[config.mk]
export PLATFORM = sky130hd
export DESIGN_NAME = module_display_mux
export DESIGN_NICKNAME = d
export VERILOG_FILES = /design/src/rtl/pkg_display.sv /design/src/rtl/module_bcd_7seg.sv /design/src/rtl/module_display_mux.sv
export SDC_FILE = /design/constraint.sdc
export NUM_CORES = 1
export LEC_CHECK = 0
export BUFFER_PORTS_ARGS = -buffer_cell sky130_fd_sc_hd__buf_2
export CAP_MARGIN = 20
export CELL_PAD_IN_SITES_DETAIL_PLACEMENT = 1
export CELL_PAD_IN_SITES_GLOBAL_PLACEMENT = 1
export CORE_ASPECT_RATIO = 0.7
export CORE_MARGIN = 5
export CORE_UTILIZATION = 49
export CTS_BUF_LIST = sky130_fd_sc_hd__clkbuf_8
export CTS_CLUSTER_DIAMETER = 50
export DETAILED_ROUTE_END_ITERATION = 8
export HOLD_SLACK_MARGIN = 0.15
export MAX_ROUTING_LAYER = met4
export PLACE_DENSITY = 0.93
export SLEW_MARGIN = 30
export SYNTH_ARGS = -nofsm -noshare
export SYNTH_HDL_FRONTEND = slang
export SYNTH_HIERARCHICAL = 1
export SYNTH_SLANG_ARGS = --single-unit
[constraint.sdc]
create_clock -name clk -period 3.55 [get_ports clk]
set_input_delay 0.5325 -clock clk [delete_from_list [all_inputs] [get_ports clk]]
set_output_delay 0.5325 -clock clk [all_outputs]
set_load 0.02 [all_outputs]
[src/rtl/pkg_display.sv]
// pkg_display: shared types and segment patterns for the display mux.
// Digit index, active-high seg_t {g..a}, SEG_0..SEG_9, SEG_DASH, SEG_OFF.
package pkg_display;

  typedef logic [1:0] idx_t;
  typedef logic [6:0] seg_t;

  localparam seg_t SEG_0    = 7'h3F;
  localparam seg_t SEG_1    = 7'h06;
  localparam seg_t SEG_2    = 7'h5B;
  localparam seg_t SEG_3    = 7'h4F;
  localparam seg_t SEG_4    = 7'h66;
  localparam seg_t SEG_5    = 7'h6D;
  localparam seg_t SEG_6    = 7'h7D;
  localparam seg_t SEG_7    = 7'h07;
  localparam seg_t SEG_8    = 7'h7F;
  localparam seg_t SEG_9    = 7'h6F;
  localparam seg_t SEG_DASH = 7'h40;
  localparam seg_t SEG_OFF  = 7'h00;

  function automatic logic [3:0] an_onehot(idx_t i);
    return 4'b0001 << i;
  endfunction

endpackage

[src/rtl/module_bcd_7seg.sv]
// module_bcd_7seg: combinational BCD to active-high segments, dash for >9.
// Ports: bcd_i (4-bit digit) -> seg_o ({g..a}, 1 = lit).
module module_bcd_7seg
  import pkg_display::*;
(
  input  logic [3:0] bcd_i,
  output seg_t       seg_o
);

  always_comb begin
    case (bcd_i)
      4'd0:    seg_o = SEG_0;
      4'd1:    seg_o = SEG_1;
      4'd2:    seg_o = SEG_2;
      4'd3:    seg_o = SEG_3;
      4'd4:    seg_o = SEG_4;
      4'd5:    seg_o = SEG_5;
      4'd6:    seg_o = SEG_6;
      4'd7:    seg_o = SEG_7;
      4'd8:    seg_o = SEG_8;
      4'd9:    seg_o = SEG_9;
      default: seg_o = SEG_DASH;
    endcase
  end

endmodule

[src/rtl/module_display_mux.sv]
// module_display_mux: 4-digit multiplexed 7-seg driver, digits latched per frame.
// Ports: clk, rst (sync, active-high), unidades/decenas/centenas/milesimas_input
// -> segmentos_output {g..a}, anodos_output (bit0=units). Option: LEADING_ZERO_BLANK_EN.
module module_display_mux
  import pkg_display::*;
#(
  parameter int REFRESH_DIV    = 27000,
  parameter bit SEG_ACTIVE_LOW = 1'b1,
  parameter bit AN_ACTIVE_LOW  = 1'b1
) (
  input  logic       clk,
  input  logic       rst,
  input  logic [3:0] unidades_input,
  input  logic [3:0] decenas_input,
  input  logic [3:0] centenas_input,
  input  logic [3:0] milesimas_input,
  output logic [6:0] segmentos_output,
  output logic [3:0] anodos_output
);

  if (REFRESH_DIV < 1) begin : g_bad_div
    $error("REFRESH_DIV must be >= 1");
  end

  localparam int CW = (REFRESH_DIV > 1) ? $clog2(REFRESH_DIV) : 1;
  localparam logic [CW-1:0] CNT_MAX = CW'(REFRESH_DIV - 1);
  localparam logic [3:0] AN_OFF  = AN_ACTIVE_LOW ? 4'hF : 4'h0;
  localparam seg_t       SEG_IDL = SEG_ACTIVE_LOW ? ~SEG_OFF : SEG_OFF;

  logic [CW-1:0]   cnt_q, cnt_d;
  idx_t            idx_q, idx_d;
  logic [3:0][3:0] sh_q, sh_d;
  logic [3:0]      an_q, an_d;
  seg_t            seg_q, seg_d;

  logic tick;
  logic blank;
  seg_t seg_raw;

  assign tick = (cnt_q == CNT_MAX);

  module_bcd_7seg u_dec (
    .bcd_i (sh_q[idx_q]),
    .seg_o (seg_raw)
  );

  always_comb begin
    blank = 1'b0;
`ifdef LEADING_ZERO_BLANK_EN
    // A slot is blank only if it and every more significant digit are 0.
    case (idx_q)
      2'd3:    blank = (sh_q[3] == 4'd0);
      2'd2:    blank = (sh_q[3] == 4'd0) && (sh_q[2] == 4'd0);
      2'd1:    blank = (sh_q[3] == 4'd0) && (sh_q[2] == 4'd0)
                    && (sh_q[1] == 4'd0);
      default: blank = 1'b0;
    endcase
`endif
  end

  always_comb begin
    cnt_d = tick ? '0 : cnt_q + CW'(1);
    idx_d = tick ? idx_q + 2'd1 : idx_q;
    sh_d  = sh_q;
    // Latch the next frame only as the thousands slot ends: no tearing.
    if (tick && idx_q == 2'd3) begin
      sh_d = {milesimas_input, centenas_input,
              decenas_input, unidades_input};
    end
    an_d  = blank ? 4'h0 : an_onehot(idx_q);
    seg_d = blank ? SEG_OFF : seg_raw;
    if (AN_ACTIVE_LOW)  an_d  = ~an_d;
    if (SEG_ACTIVE_LOW) seg_d = ~seg_d;
  end

  always_ff @(posedge clk) begin
    if (rst) begin
      cnt_q <= '0;
      idx_q <= '0;
      sh_q  <= '0;
      an_q  <= AN_OFF;
      seg_q <= SEG_IDL;
    end else begin
      cnt_q <= cnt_d;
      idx_q <= idx_d;
      sh_q  <= sh_d;
      an_q  <= an_d;
      seg_q <= seg_d;
    end
  end

  assign anodos_output    = an_q;
  assign segmentos_output = seg_q;

endmodule

# Yosys cells after proc, flatten, opt, wreduce, memory -nomap -nowiden
# Memories as Yosys holds them, arrays and structs flattened.
# Index checks and enable logic that the tools add are counted.
# W data, S select, Z words.
[totals]
reg_bits = 44
rom_bits = 112
out_inout_bits = 11
n_memories = 1
[mem_list]
columns = ["name", "words", "word_bits", "rd", "rd_clocked_by_memory_dff", "wr", "line_no", "source"]
rows = [
  ["(name not given)", 16, 7, 1, 0, 0, "module_bcd_7seg.sv:11", "case (bcd_i)"],
]
[op_classes]
n_addsub = 2
magnitude_cmp = 1
n_eq_ne = 2
shifts = 1
mux = 2
bitwise = 2
reduce_logical = 2
[ops]
columns = ["cell", "count"]
rows = [
  ["$add A15 B1 Y15 const B", 1],
  ["$eq A15 B15 Y1 const B", 1],
  ["$bmux W4 S2", 1],
  ["$not A7 Y7", 1],
  ["$mux W4", 1],
  ["$not A4 Y4", 1],
  ["$shl A1 B2 Y4 const A", 1],
  ["$lt A2 B3 Y1 const B", 1],
  ["$add A2 B1 Y2 const B", 1],
  ["$eq A2 B2 Y1 const B", 1],
  ["$reduce_or A2 Y1", 1],
  ["$logic_and A1 B1 Y1", 1],
]

# Depth between registers and ports, before layout
# An unclocked memory read counts as a cell.
[depth]
depth_word = 4
ltp_mapped = 6
depth_no_buf = 6

# Hierarchy
# The synthesis kept the hierarchy.
[modules_own_cells]
columns = ["mod", "instances", "cells_per_inst", "area_each_um2", "seq_area_each_um2"]
rows = [
  ["module_display_mux", 1, 169, 1808.0, 880.8],
  ["module_bcd_7seg", 1, 29, 225.2, 0.0],
]

# Worst setup path before layout
# No wires, ideal clock.
[synth_timing]
path_kind = "register to register"
start = "reg cnt_q[0]"
end = "reg sh_q[0] in the netlist's numbering"
arrival_time_ns = 1.670
path_slack_ns = 1.752
path_stages_with_launch = 7
n_path_buf = 1
synth_period_minus_slack_ns = 1.798
path_cell_list = "dfxtp_1 -> ha_1 -> nand4_2 -> nor4_4 -> buf_6 -> mux2i_1 -> nor2_1"
[synth_via]
elab_chain_len = 2
[synth_lines]
columns = ["element", "line_no", "source"]
rows = [
  ["start, declared", "module_display_mux.sv:30", "logic [CW-1:0] cnt_q, cnt_d;"],
  ["start signal, assigned", "module_display_mux.sv:84", "cnt_q <= cnt_d;"],
  ["$eq A15 B15 Y1", "module_display_mux.sv:40", "assign tick = (cnt_q == CNT_MAX);"],
  ["$logic_and A1 B1 Y1", "module_display_mux.sv:66", "if (tick && idx_q == 2'd3) begin"],
  ["end signal, assigned", "module_display_mux.sv:80", "sh_q <= '0;"],
  ["end signal, assigned", "module_display_mux.sv:86", "sh_q <= sh_d;"],
  ["end, declared", "module_display_mux.sv:32", "logic [3:0][3:0] sh_q, sh_d;"],
]
# No other way between the ends.
# A chain may end at the register's enable or synchronous reset.

# Final worst setup path
[layout_timing]
start = "reg idx_q[1]"
end = "reg seg_q[1], in the netlist segmentos_output[1]"
[layout_via]
elab_chain_len = 4
[layout_lines]
columns = ["element", "line_no", "source"]
rows = [
  ["start, declared", "module_display_mux.sv:31", "idx_t idx_q, idx_d;"],
  ["start signal, assigned", "module_display_mux.sv:85", "idx_q <= idx_d;"],
  ["$bmux W4 S2", "module_display_mux.sv:43", ".bcd_i (sh_q[idx_q]),"],
  ["$mux W4 (not written as such)", "module_display_mux.sv:43", ""],
  ["$mem_v2 Z16 W7", "n/a", ""],
  ["via seg_raw[1]", "module_display_mux.sv:38", "seg_t seg_raw;"],
  ["$not A7 Y7", "module_display_mux.sv:73", "if (SEG_ACTIVE_LOW) seg_d = ~seg_d;"],
  ["end signal, assigned", "module_display_mux.sv:88", "seg_q <= seg_d;"],
  ["end, declared", "module_display_mux.sv:34", "seg_t seg_q, seg_d;"],
]
# The timed path passes the listed nets, and every way through them passes these cells. The select of a mux whose other input is x is not followed.

==> impl_metrics.ini <==
[floorplanning]
die_h_um = 63.9
core_um2 = 3970
start_util_pct = 51.2
die_w_um = 87.0
ioPinCount = 29
rows = 19
dieArea_um2 = 5560

[cells_and_area]
diodes = 0
multi_input_area_um2 = 1050
fillCellCount = 454
drive_gt1_share_pct = 20.7
area_growth_pct = 11.9
seqCellArea_um2 = 881
final_nets = 255
final_core_util_pct = 57.3

[power]
intPower_w = 0.000653
clkPwrFrac_pct = 36.9
peakVddDrop_mv = 0.286
p_switching_w = 0.000205
p_sw_share_pct = 23.9
p_seq_share_pct = 58.9
p_total_w = 0.000857
p_per_area_nw_per_um2 = 377
p_leak_nw = 0.867
combPwrFrac_pct = 4.3

[clock_network]
cts_buffers = 5
h-tree-depth = 2
ctsHoldBuffers = 0
worstSkewPairLatency_ps = 310
cts_root_buffer = clkbuf_8
path_clk_slew_ps = 90
clockBufferDepth = 2
cts.sink_count = 44
tritoncts = done
post_cts_resized = 0
cts_setup_buffers = 0

[logic_synthesis]
synth.ff_latch_count = 44
yosys_warnings = 6
synth_area_leader_cell = dfxtp_1
async_reset_ff_share_pct = 0
synth.avg_cell_area_um2 = 10.3
syn_area_um2 = 2030
synth_seq_area_share_pct = 43.3
synth_ff_type = dfxtp_1
yosysMostFrequentCell = dfxtp_1
yosys-top-cells-count = dfxtp_1 (44), nor2_1 (35), mux2i_1 (17), nand2b_1 (13)
yosysTopAreaCellShare_pct = 43.3
synth_edf_count = 0
yosysUniqueCellTypes = 35
syn_inst = 198
synth.area.top_cells = dfxtp_1 (43%), mux2i_1 (8.4%), ha_1 (6.8%)
synth_nets = 227

[setup_path]
crit_fanout = 8
end_kind = flop
startpoint_type = flop
cp.arrival_ps = 2200
required_ps = 3730
worst-setup-path-type = reg2reg

[global_routing]
grt_overflow = 0
antenna_found_initial = 0
grt_pass1_vias = 1481
grt_max_degree = 32
grt_pass1_wl_um = 7410
grt_use_total_pct = 17.5

[timing]
setup_violations = 0
whs_ps = 460
fin_crit_sh_pct = 56.8
fin_crit_ps = 2020
relSlewSlack_pct = 65.8
rsz0062_at_grt = false
slew_viol_final = 0
setup_ws_ps = 1530
worst_pin_slew_ps = 513
fin_setup_tns_ps = 0
finalHoldViolCount = 0
skew_ps = 15.4
timing.fmax_mhz = 496

[detailed_routing]
wl_per_cell_um = 15.5
routed_wl_um = 4330
antenna_left = 0
drt_iter0_drc = 80
vias = 1439
drt-vias-per-instance = 5.16
drt_pass1_iterations = 4
drc = 0

[placed_design]
io_buffer_count = 28
pre_cts_ws_ps = 1550
place_hpwl_um = 3160
globalplace.congestion = 0.824

[status]
status = complete, no violations

[min_path]
min_path_type = in2reg

[flow_run]
max-cap-violations = 0
-- cells by family (layout without fill, tap and decap cells) --
logic type	after synthesis	after routing	share of synthesized area, %
xor gates and xnor gates	14	14	6.03
muxes	22	22	13.5
buffers and inverters	19	48	4.86
adders and majority gates	11	11	6.77
AOI/OAI and AO/OA	9	9	2.95
DFF	44	44	43.3
and+or+nand+nor	79	79	22.5
-- registers in the layout, indices dropped and copies added (netlist names) --
register	cells
anodos_output	4
cnt_q	15
idx_q	2
segmentos_output	7
sh_q	16
-- cells in the final DEF, fill, tap and decap left out, types with 2 or more instances in the layout --
cell	instances
inv_1	11
clkbuf_8	5
xnor2_1	10
mux4_2	4
nand2b_1	13
nor3_1	3
ha_1	11
a21o_1	2
o22ai_1	3
xor2_1	4
nand2_1	4
dfxtp_1	44
nor2_1	35
buf_2	28
nand4_1	3
o21ai_0	2
nand3_1	6
nand4bb_4	2
nor4_1	3
mux2i_1	17
clkinv_2	2
-- worst max-delay path, cell delays in order, from the launching register on --
cell	delay, ps
dfxtp_1	560
mux4_2	670
inv_1	150
ha_1	260
o21ai_0	180
nand2b_1	80
-- stage by stage --
stage                     cell area (um2)  cells
final                                2280    279
after global routing                 2280    279
after CTS                            2280    279
after detailed placement             2190    271
after global placement               2190    271
after floorplan                      2030    198
-- power by group through the flow --
stage / Sequential [W] / Clock (W) / Combinational, W
final: 0.000505 / 0.000316 / 0.0000367
after global routing: 0.000506 / 0.000344 / 0.0000402
after CTS: 0.000505 / 0.000320 / 0.0000370
after detailed placement: 0.000516 / 0 / 0.0000368
after global placement: 0.000516 / 0 / 0.0000359
after floorplan: 0.000520 / 0 / 0.0000161
-- metal layers --
layer  share of wire (%)  track usage (%)  vias to the layer above
met5                   0                -                        -
met4                0.92             4.67                        0
met3                 4.8             4.75                        6
met2                  45             26.4                       28
met1                  49             23.2                      685
li1                    -                -                      720
-- worst paths after layout --
kind	from	to	slack, ps	depth (start not counted)
setup / recovery	idx_q[1]	segmentos_output[1]	1530	5
hold reg to reg	cnt_q[0]	cnt_q[0]	470	1
setup reg to reg	idx_q[1]	segmentos_output[1]	1530	5
hold / removal	centenas_input[3]	sh_q[11]	460	3
-- final cells by class --
class                      count  area share (%)
timing repair buffer          29            6.49
multi-input combinational    135            46.3
sequential                    44            38.7
clock buffer                   5            3.02
tap                           52            2.86
clock inverter                 3           0.825
inverter                      11            1.81
(Power assumes the default switching activity.)
